--- config.mk ---
export PLATFORM = sky130hd
export DESIGN_NAME = branch_resolve_flat
export DESIGN_NICKNAME = d
export VERILOG_FILES = /design/src/rtl/cpu_pkg.sv /design/src/rtl/branch_resolve_if.sv /design/src/rtl/br_cond.sv /design/src/rtl/branch_resolve.sv /design/src/flat_wrapper.sv
export SDC_FILE = /design/constraint.sdc
export NUM_CORES = 1
export LEC_CHECK = 0
export BUFFER_PORTS_ARGS = -buffer_cell sky130_fd_sc_hd__buf_4
export CORE_MARGIN = 2
export CORE_UTILIZATION = 40
export DETAILED_ROUTE_END_ITERATION = 16
export GPL_TIMING_DRIVEN = 0
export PLACE_DENSITY = 0.69
export SYNTH_ARGS = -nofsm -noshare
export SYNTH_HDL_FRONTEND = slang
export SYNTH_SLANG_ARGS = --single-unit
--- constraint.sdc ---
create_clock -name clk -period 2.34 [get_ports clk]
set_input_delay 0.117 -clock clk [delete_from_list [all_inputs] [get_ports clk]]
set_output_delay 0.117 -clock clk [all_outputs]
set_load 0.005 [all_outputs]
--- src/rtl/cpu_pkg.sv ---
// Shared types for the branch resolution stage: op encodings, FSM states and
// the helper that classifies which ops count as branches.
package cpu_pkg;

  typedef enum logic [2:0] {
    OP_NONE = 3'b000,
    OP_BEQ  = 3'b001,
    OP_BNE  = 3'b010,
    OP_BLT  = 3'b011,
    OP_BGE  = 3'b100,
    OP_JUMP = 3'b101,
    OP_SET  = 3'b110,
    OP_RSVD = 3'b111
  } br_op_t;

  typedef enum logic [1:0] {
    ST_IDLE     = 2'd0,
    ST_REDIRECT = 2'd1,
    ST_FLUSH    = 2'd2
  } br_state_t;

  localparam int CNT_W = 16;

  function automatic logic is_branch(br_op_t op);
    return (op == OP_BEQ) || (op == OP_BNE) || (op == OP_BLT) ||
           (op == OP_BGE) || (op == OP_JUMP);
  endfunction

endpackage

--- src/rtl/branch_resolve_if.sv ---
// Upstream op, fetch redirect, writeback and counter signals of the branch
// resolution stage.
interface branch_resolve_if
  import cpu_pkg::*;
#(
  parameter int WIDTH = 32
);
  logic              in_valid;
  logic              in_ready;
  br_op_t            br_op;
  logic              eql;
  logic              slt;
  logic [WIDTH-1:0]  target;
  logic              redirect_valid;
  logic [WIDTH-1:0]  redirect_pc;
  logic              redirect_ready;
  logic              flush;
  logic              set_valid;
  logic [WIDTH-1:0]  set_val;
  logic [CNT_W-1:0]  br_count;
  logic [CNT_W-1:0]  taken_count;

  modport master (
    output in_valid, br_op, eql, slt, target, redirect_ready,
    input  in_ready, redirect_valid, redirect_pc, flush, set_valid, set_val,
           br_count, taken_count
  );

  modport slave (
    input  in_valid, br_op, eql, slt, target, redirect_ready,
    output in_ready, redirect_valid, redirect_pc, flush, set_valid, set_val,
           br_count, taken_count
  );
endinterface

--- src/rtl/br_cond.sv ---
// Combinational taken decode from the comparer flags; kept standalone so an
// early-branch path can reuse it.
module br_cond
  import cpu_pkg::*;
(
  input  br_op_t op_i,
  input  logic   eql_i,
  input  logic   slt_i,
  output logic   taken_o,
  output logic   is_branch_o
);
  always_comb begin
    taken_o = 1'b0;
    unique case (op_i)
      OP_BEQ:  taken_o = eql_i;
      OP_BNE:  taken_o = !eql_i;
      OP_BLT:  taken_o = slt_i;
      OP_BGE:  taken_o = !slt_i;
      OP_JUMP: taken_o = 1'b1;
      default: taken_o = 1'b0;
    endcase
  end

  assign is_branch_o = is_branch(op_i);
endmodule

--- src/rtl/branch_resolve.sv ---
// Branch resolution stage: decides redirects, holds the fetch handshake, kills
// younger instructions for a fixed window, returns SET results, counts branches.
module branch_resolve
  import cpu_pkg::*;
#(
  parameter int WIDTH        = 32,
  parameter int FLUSH_CYCLES = 2
)(
  input logic             clk,
  input logic             rst_n,
  branch_resolve_if.slave bus
);
  localparam logic [3:0] FLUSH_INIT = 4'(FLUSH_CYCLES - 1);

  br_state_t        state_q, state_d;
  logic [3:0]       cnt_q, cnt_d;
  logic [WIDTH-1:0] redirect_pc_q;
  logic             set_valid_q;
  logic [WIDTH-1:0] set_val_q;
  logic [CNT_W-1:0] br_count_q;
  logic [CNT_W-1:0] taken_count_q;

  logic accept;
  logic taken;
  logic branch_op;

  br_cond u_cond (
    .op_i        (bus.br_op),
    .eql_i       (bus.eql),
    .slt_i       (bus.slt),
    .taken_o     (taken),
    .is_branch_o (branch_op)
  );

  assign accept = bus.in_valid && (state_q == ST_IDLE);

  always_comb begin
    state_d = state_q;
    cnt_d   = cnt_q;
    unique case (state_q)
      ST_IDLE: begin
        if (accept && taken) state_d = ST_REDIRECT;
      end
      ST_REDIRECT: begin
        if (bus.redirect_ready) begin
          state_d = ST_FLUSH;
          cnt_d   = FLUSH_INIT;
        end
      end
      ST_FLUSH: begin
        if (cnt_q == 4'd0) state_d = ST_IDLE;
        else               cnt_d   = cnt_q - 4'd1;
      end
      default: state_d = ST_IDLE;
    endcase
  end

  always_ff @(posedge clk or negedge rst_n) begin
    if (!rst_n) begin
      state_q       <= ST_IDLE;
      cnt_q         <= 4'd0;
      redirect_pc_q <= '0;
      set_valid_q   <= 1'b0;
      set_val_q     <= '0;
      br_count_q    <= '0;
      taken_count_q <= '0;
    end else begin
      state_q     <= state_d;
      cnt_q       <= cnt_d;
      set_valid_q <= accept && (bus.br_op == OP_SET);
      // The target is only captured on a new redirect, so it stays stable while pending.
      if (accept && taken)                redirect_pc_q <= bus.target;
      if (accept && bus.br_op == OP_SET)  set_val_q     <= {{(WIDTH-1){1'b0}}, bus.slt};
      if (accept && branch_op)            br_count_q    <= br_count_q + 1'b1;
      if (accept && taken)                taken_count_q <= taken_count_q + 1'b1;
    end
  end

  assign bus.in_ready       = (state_q == ST_IDLE);
  assign bus.redirect_valid = (state_q == ST_REDIRECT);
  assign bus.flush          = (state_q != ST_IDLE);
  assign bus.redirect_pc    = redirect_pc_q;
  assign bus.set_valid      = set_valid_q;
  assign bus.set_val        = set_val_q;
  assign bus.br_count       = br_count_q;
  assign bus.taken_count    = taken_count_q;
endmodule
--- src/flat_wrapper.sv ---
// flat-port wrapper written by rule: the top's interface ports become plain ports
module branch_resolve_flat import cpu_pkg::*;
#(
  parameter int WIDTH        = 32,
  parameter int FLUSH_CYCLES = 2
)
  (clk, rst_n, bus_in_valid, bus_br_op, bus_eql, bus_slt, bus_target, bus_redirect_ready, bus_in_ready, bus_redirect_valid, bus_redirect_pc, bus_flush, bus_set_valid, bus_set_val, bus_br_count, bus_taken_count);
  branch_resolve_if #(.WIDTH(WIDTH)) bus_i ();
  input logic clk;
  input logic rst_n;
  input wire logic [$bits(bus_i.in_valid)-1:0] bus_in_valid;
  input wire logic [$bits(bus_i.br_op)-1:0] bus_br_op;
  input wire logic [$bits(bus_i.eql)-1:0] bus_eql;
  input wire logic [$bits(bus_i.slt)-1:0] bus_slt;
  input wire logic [$bits(bus_i.target)-1:0] bus_target;
  input wire logic [$bits(bus_i.redirect_ready)-1:0] bus_redirect_ready;
  output wire logic [$bits(bus_i.in_ready)-1:0] bus_in_ready;
  output wire logic [$bits(bus_i.redirect_valid)-1:0] bus_redirect_valid;
  output wire logic [$bits(bus_i.redirect_pc)-1:0] bus_redirect_pc;
  output wire logic [$bits(bus_i.flush)-1:0] bus_flush;
  output wire logic [$bits(bus_i.set_valid)-1:0] bus_set_valid;
  output wire logic [$bits(bus_i.set_val)-1:0] bus_set_val;
  output wire logic [$bits(bus_i.br_count)-1:0] bus_br_count;
  output wire logic [$bits(bus_i.taken_count)-1:0] bus_taken_count;
  assign bus_i.in_valid = bus_in_valid;
  assign bus_i.br_op = bus_br_op;
  assign bus_i.eql = bus_eql;
  assign bus_i.slt = bus_slt;
  assign bus_i.target = bus_target;
  assign bus_i.redirect_ready = bus_redirect_ready;
  assign bus_in_ready = bus_i.in_ready;
  assign bus_redirect_valid = bus_i.redirect_valid;
  assign bus_redirect_pc = bus_i.redirect_pc;
  assign bus_flush = bus_i.flush;
  assign bus_set_valid = bus_i.set_valid;
  assign bus_set_val = bus_i.set_val;
  assign bus_br_count = bus_i.br_count;
  assign bus_taken_count = bus_i.taken_count;
  branch_resolve #(.WIDTH(WIDTH), .FLUSH_CYCLES(FLUSH_CYCLES)) u_core (.clk(clk), .rst_n(rst_n), .bus(bus_i));
endmodule
After elaboration in Yosys (flattened, before gate mapping)
Index checks and enable logic that the tools add are counted.

storage, ports and cells
  bits in registers = 72
  bits of input ports = 41
  output and inout port bits = 100
  word-level logic and storage cells = 46

cells by class
  add/subtract/negate cells = 3
  eq/ne operators = 12
  multiplexer cells = 8
  reduce and logical (&&, ||, !) cells = 16

operator list
  kind                                                                   count
  16-bit by 1-bit adder with 16-bit output, second input constant        2
  3-bit equality test, second input constant                             3
  4-bit two-way mux                                                      2
  4-bit case mux with 2 select lines                                     1
  3-bit by 2-bit equality test with 1-bit output, second input constant  2
  2-bit two-way mux                                                      3
  2-bit case mux with 3 select lines                                     1
  3-bit AND reduction                                                    2
  1-bit case mux with 5 select lines                                     1
  1-bit logical AND                                                      4
  4-bit zero test                                                        1
  1-bit logical OR                                                       4
  2-bit by 1-bit != test with 1-bit output, second input constant        2
  2-bit != test, second input constant                                   2
  2-bit nonzero test                                                     2
  4-bit by 1-bit subtractor with 4-bit output, second input constant     1
  3-bit by 1-bit equality test with 1-bit output, second input constant  1
  2-bit by 1-bit equality test with 1-bit output, second input constant  1
  2-bit equality test, second input constant                             1
  1-bit zero test                                                        2
  2-bit zero test                                                        1

Depth between registers and ports, before layout
  word-level depth = 6
  mapped depth = 7
  depth with buffers taken out = 7

Modules after synthesis
From an unflattened synthesis, not the netlist that was laid out.

unflattened totals
  cell total of the unflattened synthesis = 269
  area, all modules = 3294.4 um^2

modules (own cells, without submodules)
  module          times used  cells an instance  area each (um^2)  seq. area each (um^2)
  branch_resolve  1           260                3246.9            1801.7
  br_cond         1           9                  47.5              0.0

Worst setup path before layout
OpenSTA, ideal clock, no wires.

  path type = reg-to-reg
  start point = register u_core.state_q[1]
  end point = register u_core.redirect_pc_q[0], in the netlist u_core.bus.redirect_pc[0]
  arrival = 1847 ps
  data required time = 2215 ps
  path slack = 369 ps
  stages on the path, launching flop included = 6
  buffers on the path = 1
  period minus slack after synthesis = 1971 ps
  cell sequence = dfrtp_1 or3b_4 nor3b_4 nand4_4 buf_2 mux2_2

between the ends
  cells in the longest elaborated chain, start to end = 3

RTL lines
  element                 RTL line              text
  from (decl)             branch_resolve.sv:15  br_state_t state_q, state_d;
  from (signal assigned)  branch_resolve.sv:68  state_q <= state_d;
  2-bit zero test         branch_resolve.sv:35  assign accept = bus.in_valid && (state_q == ST_IDLE);
  1-bit logical AND       branch_resolve.sv:35
  1-bit logical AND       branch_resolve.sv:72  if (accept && taken) redirect_pc_q <= bus.target;
  to (signal assigned)    branch_resolve.sv:72
  to (decl)               branch_resolve.sv:17  logic [WIDTH-1:0] redirect_pc_q;

No other way between the ends.
A chain may end at the register's enable or synchronous reset.

Worst setup path after layout
  start point = register u_core.cnt_q[0]
  end point = register u_core.cnt_q[0]

between the ends
  cells in the longest elaborated chain, start to end = 3
  elaborated cells on any way between the ends = 6

RTL lines
  element                                                                                RTL line                                    text
  from (decl)                                                                            branch_resolve.sv:16                        logic [3:0] cnt_q, cnt_d;
  from (signal assigned)                                                                 branch_resolve.sv:69                        cnt_q <= cnt_d;
  4-bit by 1-bit subtractor with 4-bit output / 4-bit zero test (equally long branches)  branch_resolve.sv:52, branch_resolve.sv:51
  4-bit two-way mux / 2-bit != test (equally long branches)                              n/a
  4-bit case mux with 2 select lines / 3-bit AND reduction (equally long branches)       n/a

Several ways; a longest one is shown, not always the timed one. The select of a mux whose other input is x is not followed.

==> flow_summary.json <==
{
  "detail-route-antenna-nets": 0,
  "grt_max_degree": 73,
  "area_delta_synth_final_pct": 47.9,
  "ys_top_cells_by_count": "dfrtp_1 (72), mux2_2 (36), buf_4 (31)",
  "numCtsBuffers": 9,
  "rows": 33,
  "ys_ff_latch": 72,
  "gr-usage-all-layers": 0.171,
  "skew_ns": 0.0129,
  "insertion_delay_ns": 0.34,
  "wirelength_mm": 7.28,
  "num_vias": 2477,
  "clkSinkCount": 72,
  "setup_tns_ns": 0,
  "htree_levels": 3,
  "p_leak_nw": 2.47,
  "end_kind": "register",
  "drive_gt1_frac": 0.452,
  "ys.warnings.count": 0,
  "io_buffers": 109,
  "wl_per_cell_um": 12.9,
  "power_density_mw_per_mm2": 890,
  "critPathMaxFanout": 6,
  "synth_edf_count": 0,
  "worstMarginPinSlew_ns": 0.984,
  "peakVddDrop_mv": 0.638,
  "synth-async-reset-ratio": 1.00,
  "num_antenna_cells": 0,
  "rsz0062_at_grt": "no",
  "crit_type": "register to register",
  "drc": 0,
  "hpwl_mm": 4.97,
  "fin_crit_sh": 0.887,
  "gp_congestion": 0.755,
  "hold_viol": 0,
  "period_needed_ns": 2.08,
  "io_pins": 141,
  "synth_top_area_cell": "dfrtp_1",
  "worstPathArrival_ns": 2.31,
  "initial_utilization": 0.407,
  "die_w_um": 94.8,
  "max_cap_viol_count": 0,
  "nFillCells": 659,
  "tritoncts": "done",
  "yosys-top-cells-area": "dfrtp_1 (55%), mux2_2 (12%), buf_4 (7.1%)",
  "core_area_mm2": 0.00809,
  "antenna_found_initial": 0,
  "ys_seq_area_frac": 0.547,
  "synth.avg_cell_area_um2": 12.3,
  "synth_flop_cell": "dfrtp_1",
  "synth_top_area_share": 0.547,
  "critPathLaunchType": "register",
  "synth_most_common_cell": "dfrtp_1",
  "drv_slew": 0,
  "hp-class": "input pin to register",
  "status": "complete, no violations",
  "via_per_inst": 4.40,
  "grt_overflow": 0,
  "setup_viol": 0,
  "required_ns": 2.57,
  "slew_headroom": 0.336,
  "grt_pass1_wl_mm": 11.7,
  "clk_pin_slew_ns": 0.08,
  "max_freq_ghz": 0.482,
  "ys_types": 32,
  "cts_buffer_depth": 2,
  "syn_area_mm2": 0.00330,
  "synthCells": 268,
  "dieArea_mm2": 0.00898,
  "worst_hold_slack_ns": 0.0202,
  "drt-initial-drc-count": 42,
  "die_height_um": 94.8,
  "dr.pass1.iters": 4,
  "grt_pass1_vias": 2522,
  "cts-root-buf": "clkbuf_8",
  "nNetsFinal": 497
}
repair_timing:
action / CTS / global route
buffers inserted: 0 / 3
hold endpoints to repair: 102 / 3
gates resized for setup: 0 / 0
hold buffers: 29 / 3
setup endpoints to repair: 0 / 4
sequential cells by signal (all words and copies together), names as in the netlist:
name and cells:
u_core.bus.redirect_pc 32, u_core.bus.br_count 16, u_core.bus.taken_count 16, u_core.cnt_q 4, u_core.state_q 2, u_core.bus.set_val 1, u_core.bus.set_valid 1
critical path, stage by stage (launching register included):
cell and delay [ns]:
dfrtp_1 0.38, inv_1 0.09, ha_1 0.15, inv_1 0.05, o311ai_0 0.85, nand2_1 0.14, mux2_2 0.31
cells in the final DEF (no fill, tap or decap), types with 4 or more instances in the layout:
cell type and count:
xnor2_1 19, nor3_1 8, and3_1 4, dlygate4sd3_1 32, mux2_2 36, nor4_1 4
buf_4 143, nand4_1 4, nand2_1 13, inv_1 13, conb_1 31, dfrtp_1 72
nand3_1 8, buf_2 4, clkbuf_8 10, nor2_1 10, xor2_1 13
power by group:
group,leakage [nW],internal [mW],switching (mW)
clock network,0.0930,0.413,0.470
logic,1.49,0.974,0.522
registers,0.886,1.66,0.299
total,2.47,3.05,1.29
per-layer routing:
metal / track usage / share of wire / up-vias
li1: - / - / 1207
met1: 0.207 / 0.42 / 1153
met2: 0.267 / 0.46 / 105
met3: 0.0686 / 0.096 / 12
met4: 0.0761 / 0.020 / 0
met5: 0 / 0 / -
cell type report:
type / instances / area [um2] / share of cell area
clock inverter: 5 / 32.5 / 0.00667
inverter: 13 / 48.8 / 0.0100
sequential: 72 / 1800 / 0.370
timing repair buffer: 144 / 1160 / 0.238
clock buffer: 11 / 141 / 0.0290
tap: 105 / 131 / 0.0270
multi-input combinational: 177 / 1290 / 0.265
buffer: 36 / 264 / 0.0542
through the flow:
step	setup slack (ns)	utilization	cells	power, mW	area [um2]
after floorplan	0.369	-	298	2.58	3410
after global placement	0.137	0.538	512	3.36	4360
after detailed placement	0.102	0.538	512	3.42	4360
after CTS	0.0820	0.596	557	4.36	4820
after global routing	0.0817	0.602	563	4.67	4870
final	0.264	0.602	563	4.34	4870
final timing paths:
check                                        start                         end  slack (ns)  cells after the start
setup / recovery                   u_core.cnt_q[0]             u_core.cnt_q[0]        0.26                      6
hold / removal                       bus_target[0]   u_core.bus.redirect_pc[0]        0.02                      2
setup reg to reg                   u_core.cnt_q[0]             u_core.cnt_q[0]        0.26                      6
hold reg to reg            u_core.bus.br_count[15]     u_core.bus.br_count[15]        0.49                      1
max in group asynchronous                    rst_n           u_core.state_q[1]        1.30                      2
min in group asynchronous                    rst_n  u_core.bus.redirect_pc[17]        0.45                      2
cells by family (layout without fill, tap and decap cells):
kind of cell / after synthesis / count (layout) / share of synthesized area
other: 1 / 31 / 0.00114
DFF: 72 / 72 / 0.547
and+or+nand+nor: 66 / 66 / 0.120
adders and majority gates: 3 / 3 / 0.0114
buffers and inverters: 49 / 209 / 0.0949
AOI/OAI and AO/OA: 9 / 9 / 0.0182
muxes: 36 / 36 / 0.123
xor gates and xnor gates: 32 / 32 / 0.0850
(Power assumes the default switching activity.)
